==> config.mk <==
export PLATFORM = sky130hd
export DESIGN_NAME = arm_pipe_ctrl
export DESIGN_NICKNAME = d
export VERILOG_FILES = /design/src/rtl/arm_pipe_ctrl.sv
export SDC_FILE = /design/constraint.sdc
export NUM_CORES = 1
export LEC_CHECK = 0
export CORE_MARGIN = 5
export CORE_UTILIZATION = 43
export CTS_CLUSTER_SIZE = 30
export DETAILED_ROUTE_END_ITERATION = 16
export HOLD_SLACK_MARGIN = 0.12
export PLACE_DENSITY = 0.76
export SLEW_MARGIN = 5
export SYNTH_ARGS = -nofsm -noshare
export SYNTH_HDL_FRONTEND = slang
export SYNTH_SLANG_ARGS = --single-unit
==> constraint.sdc <==
create_clock -name clk -period 3.2 [get_ports clk]
set_input_delay 0.96 -clock clk [delete_from_list [all_inputs] [get_ports clk]]
set_output_delay 0.96 -clock clk [all_outputs]
set_load 0.03 [all_outputs]
==> src/rtl/arm_pipe_ctrl.sv <==
// Pipelined control unit for the ARM core: decodes in D and carries gated control through
// E, a MEM_STAGES-deep memory pipe and W. It also holds the architectural NZCV flags.
module arm_pipe_ctrl #(
    parameter int unsigned MEM_STAGES = 1
) (
    input  logic        clk,
    input  logic        reset,
    input  logic [19:0] InstrD,
    input  logic [3:0]  ALUFlagsE,
    input  logic        FlushE,
    output logic [1:0]  RegSrcD,
    output logic [1:0]  ImmSrcD,
    output logic        LinkD,
    output logic        ALUSrcE,
    output logic [3:0]  ALUControlE,
    output logic        CarryInE,
    output logic        BranchTakenE,
    output logic        MemtoRegE,
    output logic        MemWriteM,
    output logic        RegWriteM,
    output logic        MemtoRegM,
    output logic        LoadBusy,
    output logic        RegWriteW,
    output logic        MemtoRegW,
    output logic        PCSrcW,
    output logic        LinkW,
    output logic        PCWrPendingF,
    output logic        UndefE,
    output logic [3:0]  FlagsE
);

    logic [1:0] op;
    logic [3:0] cmd;
    logic [3:0] rd;
    logic       sBit, isTest;
    logic [1:0] decRegSrc, decImmSrc, decFlagWrite;
    logic [3:0] decAluControl;
    logic       decLink, decRegWrite, decMemWrite, decMemtoReg, decBranch;
    logic       decAluSrc, decUndef, decPcSrc;
    logic       unusedBits;

    assign op  = InstrD[15:14];
    assign cmd = InstrD[12:9];
    assign rd  = InstrD[3:0];
    assign unusedBits = ^InstrD[7:4];

    always_comb begin
        decRegSrc     = 2'b00;
        decImmSrc     = 2'b00;
        decFlagWrite  = 2'b00;
        decAluControl = 4'b0000;
        decLink       = 1'b0;
        decRegWrite   = 1'b0;
        decMemWrite   = 1'b0;
        decMemtoReg   = 1'b0;
        decBranch     = 1'b0;
        decAluSrc     = 1'b0;
        decUndef      = 1'b0;
        sBit          = 1'b0;
        isTest        = 1'b0;
        case (op)
            2'b00: begin
                isTest        = (cmd[3:2] == 2'b10);
                sBit          = InstrD[8] | isTest;
                decAluControl = cmd;
                decAluSrc     = InstrD[13];
                decRegWrite   = ~isTest;
                decFlagWrite[1] = sBit;
                // Arithmetic commands only: SUB..RSC, CMP, CMN
                decFlagWrite[0] = sBit & ((cmd[3:1] == 3'b001) | (cmd[3:1] == 3'b010) |
                                          (cmd[3:1] == 3'b011) | (cmd[3:1] == 3'b101));
            end
            2'b01: begin
                decAluSrc     = 1'b1;
                decImmSrc     = 2'b01;
                decAluControl = InstrD[11] ? 4'b0100 : 4'b0010;
                if (InstrD[8]) begin
                    decRegWrite = 1'b1;
                    decMemtoReg = 1'b1;
                end else begin
                    decMemWrite  = 1'b1;
                    decRegSrc[1] = 1'b1;
                end
            end
            2'b10: begin
                decBranch     = 1'b1;
                decAluSrc     = 1'b1;
                decImmSrc     = 2'b10;
                decRegSrc[0]  = 1'b1;
                decAluControl = 4'b0100;
                decRegWrite   = InstrD[12];
                decLink       = InstrD[12];
            end
            default: decUndef = 1'b1;
        endcase
        decPcSrc = decRegWrite & (rd == 4'hF) & ~decLink;
    end

    // D-stage outputs are combinational, so force them low while reset is held
    assign RegSrcD = reset ? decRegSrc : 2'b00;
    assign ImmSrcD = reset ? decImmSrc : 2'b00;
    assign LinkD   = reset & decLink;

    logic       eRegWrite, eMemWrite, eBranch, ePcSrc, eLink;
    logic [1:0] eFlagWrite;
    logic [3:0] eCond;
    logic       condExE;

    always_ff @(posedge clk or negedge reset) begin
        if (!reset) begin
            ALUSrcE     <= 1'b0;
            ALUControlE <= 4'b0000;
            eCond       <= 4'b0000;
            eRegWrite   <= 1'b0;
            eMemWrite   <= 1'b0;
            MemtoRegE   <= 1'b0;
            eBranch     <= 1'b0;
            ePcSrc      <= 1'b0;
            eLink       <= 1'b0;
            eFlagWrite  <= 2'b00;
            UndefE      <= 1'b0;
        end else begin
            ALUSrcE     <= decAluSrc;
            ALUControlE <= decAluControl;
            eCond       <= InstrD[19:16];
            eRegWrite   <= decRegWrite & ~FlushE;
            eMemWrite   <= decMemWrite & ~FlushE;
            MemtoRegE   <= decMemtoReg & ~FlushE;
            eBranch     <= decBranch & ~FlushE;
            ePcSrc      <= decPcSrc & ~FlushE;
            eLink       <= decLink & ~FlushE;
            eFlagWrite  <= decFlagWrite & {2{~FlushE}};
            UndefE      <= decUndef & ~FlushE;
        end
    end

    logic fN, fZ, fC, fV;
    assign {fN, fZ, fC, fV} = FlagsE;

    always_comb begin
        case (eCond)
            4'h0: condExE = fZ;
            4'h1: condExE = ~fZ;
            4'h2: condExE = fC;
            4'h3: condExE = ~fC;
            4'h4: condExE = fN;
            4'h5: condExE = ~fN;
            4'h6: condExE = fV;
            4'h7: condExE = ~fV;
            4'h8: condExE = fC & ~fZ;
            4'h9: condExE = ~fC | fZ;
            4'hA: condExE = (fN == fV);
            4'hB: condExE = (fN != fV);
            4'hC: condExE = ~fZ & (fN == fV);
            4'hD: condExE = fZ | (fN != fV);
            4'hE: condExE = 1'b1;
            default: condExE = 1'b0;
        endcase
    end

    assign BranchTakenE = eBranch & condExE;
    assign CarryInE     = FlagsE[1];

    always_ff @(posedge clk or negedge reset) begin
        if (!reset) begin
            FlagsE <= 4'b0000;
        end else begin
            if (condExE & eFlagWrite[1]) FlagsE[3:2] <= ALUFlagsE[3:2];
            if (condExE & eFlagWrite[0]) FlagsE[1:0] <= ALUFlagsE[1:0];
        end
    end

    // Index k holds memory stage M(k+1)
    logic [MEM_STAGES-1:0] mRegWrite, mMemWrite, mMemtoReg, mPcSrc, mLink;

    always_ff @(posedge clk or negedge reset) begin
        if (!reset) begin
            mRegWrite <= '0;
            mMemWrite <= '0;
            mMemtoReg <= '0;
            mPcSrc    <= '0;
            mLink     <= '0;
        end else begin
            for (int k = int'(MEM_STAGES) - 1; k > 0; k--) begin
                mRegWrite[k] <= mRegWrite[k-1];
                mMemWrite[k] <= mMemWrite[k-1];
                mMemtoReg[k] <= mMemtoReg[k-1];
                mPcSrc[k]    <= mPcSrc[k-1];
                mLink[k]     <= mLink[k-1];
            end
            mRegWrite[0] <= eRegWrite & condExE;
            mMemWrite[0] <= eMemWrite & condExE;
            mMemtoReg[0] <= MemtoRegE;
            mPcSrc[0]    <= ePcSrc & condExE;
            mLink[0]     <= eLink;
        end
    end

    assign MemWriteM = mMemWrite[0];
    assign RegWriteM = mRegWrite[MEM_STAGES-1];
    assign MemtoRegM = mMemtoReg[MEM_STAGES-1];

    always_ff @(posedge clk or negedge reset) begin
        if (!reset) begin
            RegWriteW <= 1'b0;
            MemtoRegW <= 1'b0;
            PCSrcW    <= 1'b0;
            LinkW     <= 1'b0;
        end else begin
            RegWriteW <= mRegWrite[MEM_STAGES-1];
            MemtoRegW <= mMemtoReg[MEM_STAGES-1];
            PCSrcW    <= mPcSrc[MEM_STAGES-1];
            LinkW     <= mLink[MEM_STAGES-1];
        end
    end

    // The last M stage is excluded: its load result is forwardable by then
    always_comb begin
        LoadBusy = MemtoRegE;
        for (int k = 0; k < int'(MEM_STAGES) - 1; k++) begin
            LoadBusy = LoadBusy | mMemtoReg[k];
        end
    end

    assign PCWrPendingF = (reset & decPcSrc) | ePcSrc | (|mPcSrc);

endmodule

==> Word-level counts from Yosys, hierarchy flattened <==
Index checks and enable logic that the tools add are counted.
{ "word_totals": {"reg_bits": 31, "latchBits": 0, "ramBits": 0, "romBits": 0, "out_inout_bits": 27, "elab_cells": 102, "n_memories": 0} }
{ "op_classes": {"addsub": 0, "mul": 0, "div_mod_pow": 0, "order_cmp": 0, "n_eq_ne": 24, "shifts": 0, "muxes": 16, "bitwise": 36, "reduce_logical": 4} }
{ "ops": {"columns": ["op", "n"], "rows": [
  ["$eq A4 B4 Y1 const B", 8],
  ["$and A1 B1 Y1", 20],
  ["$eq A4 B3 Y1 const B", 4],
  ["$pmux W1 S15", 1],
  ["$pmux W4 S3", 1],
  ["$eq A4 B2 Y1 const B", 2],
  ["$or A1 B1 Y1", 8],
  ["$mux W1", 7],
  ["$not A1 Y1", 7],
  ["$eq A3 B2 Y1 const B", 2],
  ["$mux W2", 3],
  ["$eq A2 B2 Y1 const B", 2],
  ["$eq A4 B1 Y1 const B", 1],
  ["$logic_not A4 Y1", 1],
  ["$pmux W2 S2", 1],
  ["$eq A3 B1 Y1 const B", 1],
  ["$eq A3 B3 Y1 const B", 1],
  ["$mux W3", 1],
  ["$pmux W1 S3", 1],
  ["$reduce_or A3 Y1", 1],
  ["$and A2 B2 Y2", 1],
  ["$eq A2 B1 Y1 const B", 1],
  ["$logic_not A2 Y1", 1],
  ["$pmux W1 S2", 1],
  ["3 further kinds", 3]
]} }

==> Depth between registers and ports, before layout <==
{ "logic_depth": {"depth_word": 8, "depth_mapped": 6} }

==> Least setup slack after synthesis <==
No wires, ideal clock.
{ "synth_path": {"path_type": "input -> output", "from": "input InstrD[15]", "to": "output PCWrPendingF", "t_arrival_ps": 2583, "slack_ps": -343, "stages": 5, "path_buffers": 0, "path_cell_list": "inv_1 > ha_1 > a222oi_1 > or4_1 > o21ai_0"} }
{ "synth_between": {"elab_chain_cells": 7, "elab_cells_between_ends": 11, "cone_classes": "eq/ne (2); mux (2); bitwise (6); reduce/logical (1)"} }
{ "synth_rtl": {"columns": ["item", "line_no", "source"], "rows": [
  ["start, declared", "8", "input logic [19:0] InstrD,"],
  ["$eq A2 B2 Y1, or another cell as far along", "61", "case (op)"],
  ["$pmux W1 S3 / $mux W1 (equally long branches)", "61", null],
  ["$and A1 B1 Y1 / $not A1 Y1 (equally long branches)", "96", "decPcSrc = decRegWrite & (rd == 4'hF) & ~decLink;"],
  ["$and A1 B1 Y1 (*)", "96", null],
  ["$and A1 B1 Y1 (*)", "225", "assign PCWrPendingF = (reset & decPcSrc) | ePcSrc | (|mPcSrc);"],
  ["$or A1 B1 Y1 (*) (2 in a row)", "225", null],
  ["end, declared", "27", "output logic PCWrPendingF,"]
]} }
Mark *: on every way between the ends. The rest lies on a longest branch, timed or not.

==> Worst setup path in the final report <==
{ "layout_path": {"from": "input InstrD[14]", "to": "output PCWrPendingF"} }
The elaborated chain is that of the path after synthesis.

==> flow_summary.yaml <==
setup_path:
  critical_path.reg2reg.startpoint: "FlagsE[3]"
  cp_data_required_time_ns: 2.24
  worst_path_largest_cell_delay_ns: 0.54
  crit_type: "input pin to primary output"
  worst_reg_to_reg_path_cell_count: 6
  launching_element_of_the_worst_setup_path: "InstrD[14]"
  timing.critical_path.fanout_max: 4
  chain_of_cells_forming_the_critical_path: "buf_8, inv_4, ha_4, nand2_4, nand3_2, or4_4, o21ai_2, buf_6"
  start_kind: "input pin"
  crit_path_top_delay_cell: "or4_4"
  crit_arrival_ns: 2.19
  worst_setup_path_end_kind: "primary output"
place:
  gp_congestion: 0.922
  port_buffers: 49
  placement.cell_area_um2: 1990
  dpl.hpwl_um: 2470
power:
  p_seq_frac: 0.488
  p_per_area_nw_per_um2: 402
  p_clk_frac: 0.306
  totalPowerFinal_w: 0.000864
  p_int_w: 0.000622
  static-leakage-power_nw: 0.976
  power.switching_fraction: 0.280
  comb_power_share: 0.206
  worst_ir_drop_vdd_mv: 0.202
  power.switching_w: 0.000242
clocking:
  numClockSinks: 31
  cts_buffers: 5
  ctsRootBufferMaster: "clkbuf_4"
  number_of_h_tree_levels: 2
  clk_pin_slew_worst_paths_ns: 0.10
  insertion_delay_ns: 0.32
  clock_tree_from_tritoncts: "done"
  ctsLongestPathBuffers: 2
  cts-hold-fix-buffers: 0
yosys:
  yosys.cell_types.count: 35
  syn_nets: 148
  flip_flop_and_latch_count_after_synthesis: 31
  synth_seq_area_share: 0.552
  postSynthCellCount: 116
  synth.cell_area_um2: 1410
  post_synth.cell_area_avg_um2: 12.1
  synthesis.yosys.warnings: 0
layout:
  flow.area_growth_from_synthesis_pct: 52.8
  final_core_utilization: 0.693
  antenna-diode-count: 0
  final_layout_size_suffix_gt1_frac: 0.288
  finalNetCount: 215
  final_cell_area_um2: 2150
timing:
  timing.fmax_mhz: 318
  fin_crit_sh: 0.984
  worst_pin_slew_ns: 0.568
  relSlewSlack: 0.616
  timing_max_transition_violations_final: 0
  finalSetupTns_ns: 0
  setup_viol_count_final: 0
  hold-worst-slack_ns: 0.360
  rsz_0062_raised_after_global_routing: "no"
  finalHoldViolCount: 0
  finalCriticalPeriod_ns: 3.15
  fin_skew_ns: 0.00360
routing:
  final_antenna_net_count: 0
  via_count: 1169
  finalWirelength_um: 3440
  first_pass_iters: 4
  drt-wirelength-per-cell_um: 15.1
  drc_errors: 0
  post_drt_via_cell_ratio: 5.13
  drt_iter0_drc: 75
floorplan:
  start_util: 0.453
  floorplan.core_area_um2: 3100
  num_io_pins: 54
  die_area_um2: 4510
  chipWidth_um: 67.2
  core.rowCount: 20
  fp.dieH_um: 67.2
flow_run:
  drv_cap: 0
run_status:
  run_status: "finished, final reports clean"
global_route:
  largest_net_degree_at_the_start_of_global_routing: 26
  first_global_vias: 1184
  wire_length_of_the_first_global_routing_pass_um: 5630
  grtUsageTotal: 0.170
  gr-total-overflow: 0
  antenna_found_initial: 0
worst_hold_path:
  timing.hold.worst.start: "eLink"
  hold_depth: 0
  worst_hold_path_class: "flop to flop"
-- timing repair --
item	4_1_cts	5_1_grt
resized for setup	31	9
setup endpoints to repair	3	2
setup buffers	2	2
pin swaps	6	4
-- final cells by class --
class / count / area (um2)
Multi-Input combinational cell: 77 / 644
Timing Repair Buffer: 64 / 583
Clock inverter: 1 / 7.51
Sequential cell: 31 / 777
Fill cell: 249 / 953
Inverter: 4 / 17.5
Clock buffer: 7 / 65.1
Tap cell: 44 / 55.1
-- cells in the mapped netlist (all sizes together) --
cell | n | area (um2)
o21bai | 1 | 7.51
ha | 5 | 62.6
o2111ai | 4 | 35.0
buf | 4 | 30.0
dfrtp | 31 | 776
or4 | 1 | 7.51
or4bb | 1 | 11.3
nor4 | 1 | 6.26
or2b | 1 | 7.51
nand2b | 4 | 25.0
or4b | 1 | 10.0
inv | 4 | 15.0
o211ai | 5 | 57.6
nor2b | 8 | 50.1
a222oi | 1 | 10.0
o311a | 1 | 10.0
nor2 | 6 | 22.5
a22oi | 3 | 27.5
xnor2 | 2 | 17.5
a21oi | 2 | 10.0
nor4b | 2 | 17.5
nand2 | 9 | 33.8
nand3 | 1 | 5.00
a211oi | 1 | 12.5
and3b | 1 | 8.76
and2 | 5 | 31.3
nor3b | 2 | 15.0
mux2 | 2 | 26.3
mux2i | 2 | 20.0
o21ai | 3 | 15.0
o211a | 1 | 17.5
nor3 | 1 | 5.00
-- critical path: cells and delay by family --
family,cells,cell delay [ns]
compound gates,1,0.14
fa+ha+maj,1,0.16
buf+inv,3,0.27
simple gates,3,0.66
-- power groups by stage --
stage / clock network (W) / logic, W / registers, W
final: 0.000265 / 0.000178 / 0.000422
after global routing: 0.000297 / 0.000191 / 0.000425
after CTS: 0.000274 / 0.000170 / 0.000421
after detailed placement: 0 / 0.000167 / 0.000428
after global placement: 0 / 0.000163 / 0.000428
after floorplan: 0 / 0.0000654 / 0.000444
-- stage by stage --
step	setup slack, ns	cells
2_1_floorplan	0.0204	116
3_3_place_gp	-0.459	216
3_5_place_dp	-0.494	216
4_1_cts	0.00530	226
5_1_grt	0.0117	228
6_report	0.0507	228
-- state kept, by name, summed over array words and instances (netlist names), 2 cells and up --
signal / cells
eFlagWrite: 2
ALUControlE: 4
FlagsE: 4
eCond: 4
-- cell families (layout without fill, tap and decap cells) --
family / Yosys count / count (layout) / synth area share
buffers and inverters: 8 / 76 / 0.0320
multiplexers: 4 / 4 / 0.0329
adder cells (fa/ha/maj): 5 / 5 / 0.0445
XOR/XNOR: 2 / 2 / 0.0125
AND/OR/NAND/NOR: 44 / 44 / 0.182
AO/OA/AOI/OAI: 22 / 22 / 0.144
flip-flops: 31 / 31 / 0.552
-- cell usage in the layout, fill, tap and decap left out, drive strengths merged, types with 2 or more instances in the layout --
master         Yosys  final
a21oi              2      2
nor2               6      6
dlygate4sd2        0      6
xnor2              2      2
nor4b              2      2
mux2i              2      2
o21ai              3      3
ha                 5      5
o2111ai            4      4
nor3b              2      2
and2               5      5
nand2b             4      4
clkdlybuf4s50      0     33
mux2               2      2
clkbuf             0      7
nor2b              8      8
dfrtp             31     31
nand2              9      9
inv                4      4
a22oi              3      3
o211ai             5      5
buf                4     25
-- routing by layer --
layer	global-route usage	part of all wire
met1	0.185	0.38
met5	0	0
met4	0.0658	0.0087
met3	0.0715	0.088
met2	0.292	0.53
-- worst paths after layout --
kind | slack [ns] | endpoint
worst max-delay path | 0.05 | PCWrPendingF
worst min-delay path | 0.36 | mLink
worst max register to register | 1.32 | FlagsE[0]
worst min register to register | 0.36 | mLink
max in group asynchronous | 1.79 | eCond[2]
min in group asynchronous | 0.83 | UndefE
(Power assumes the default switching activity.)
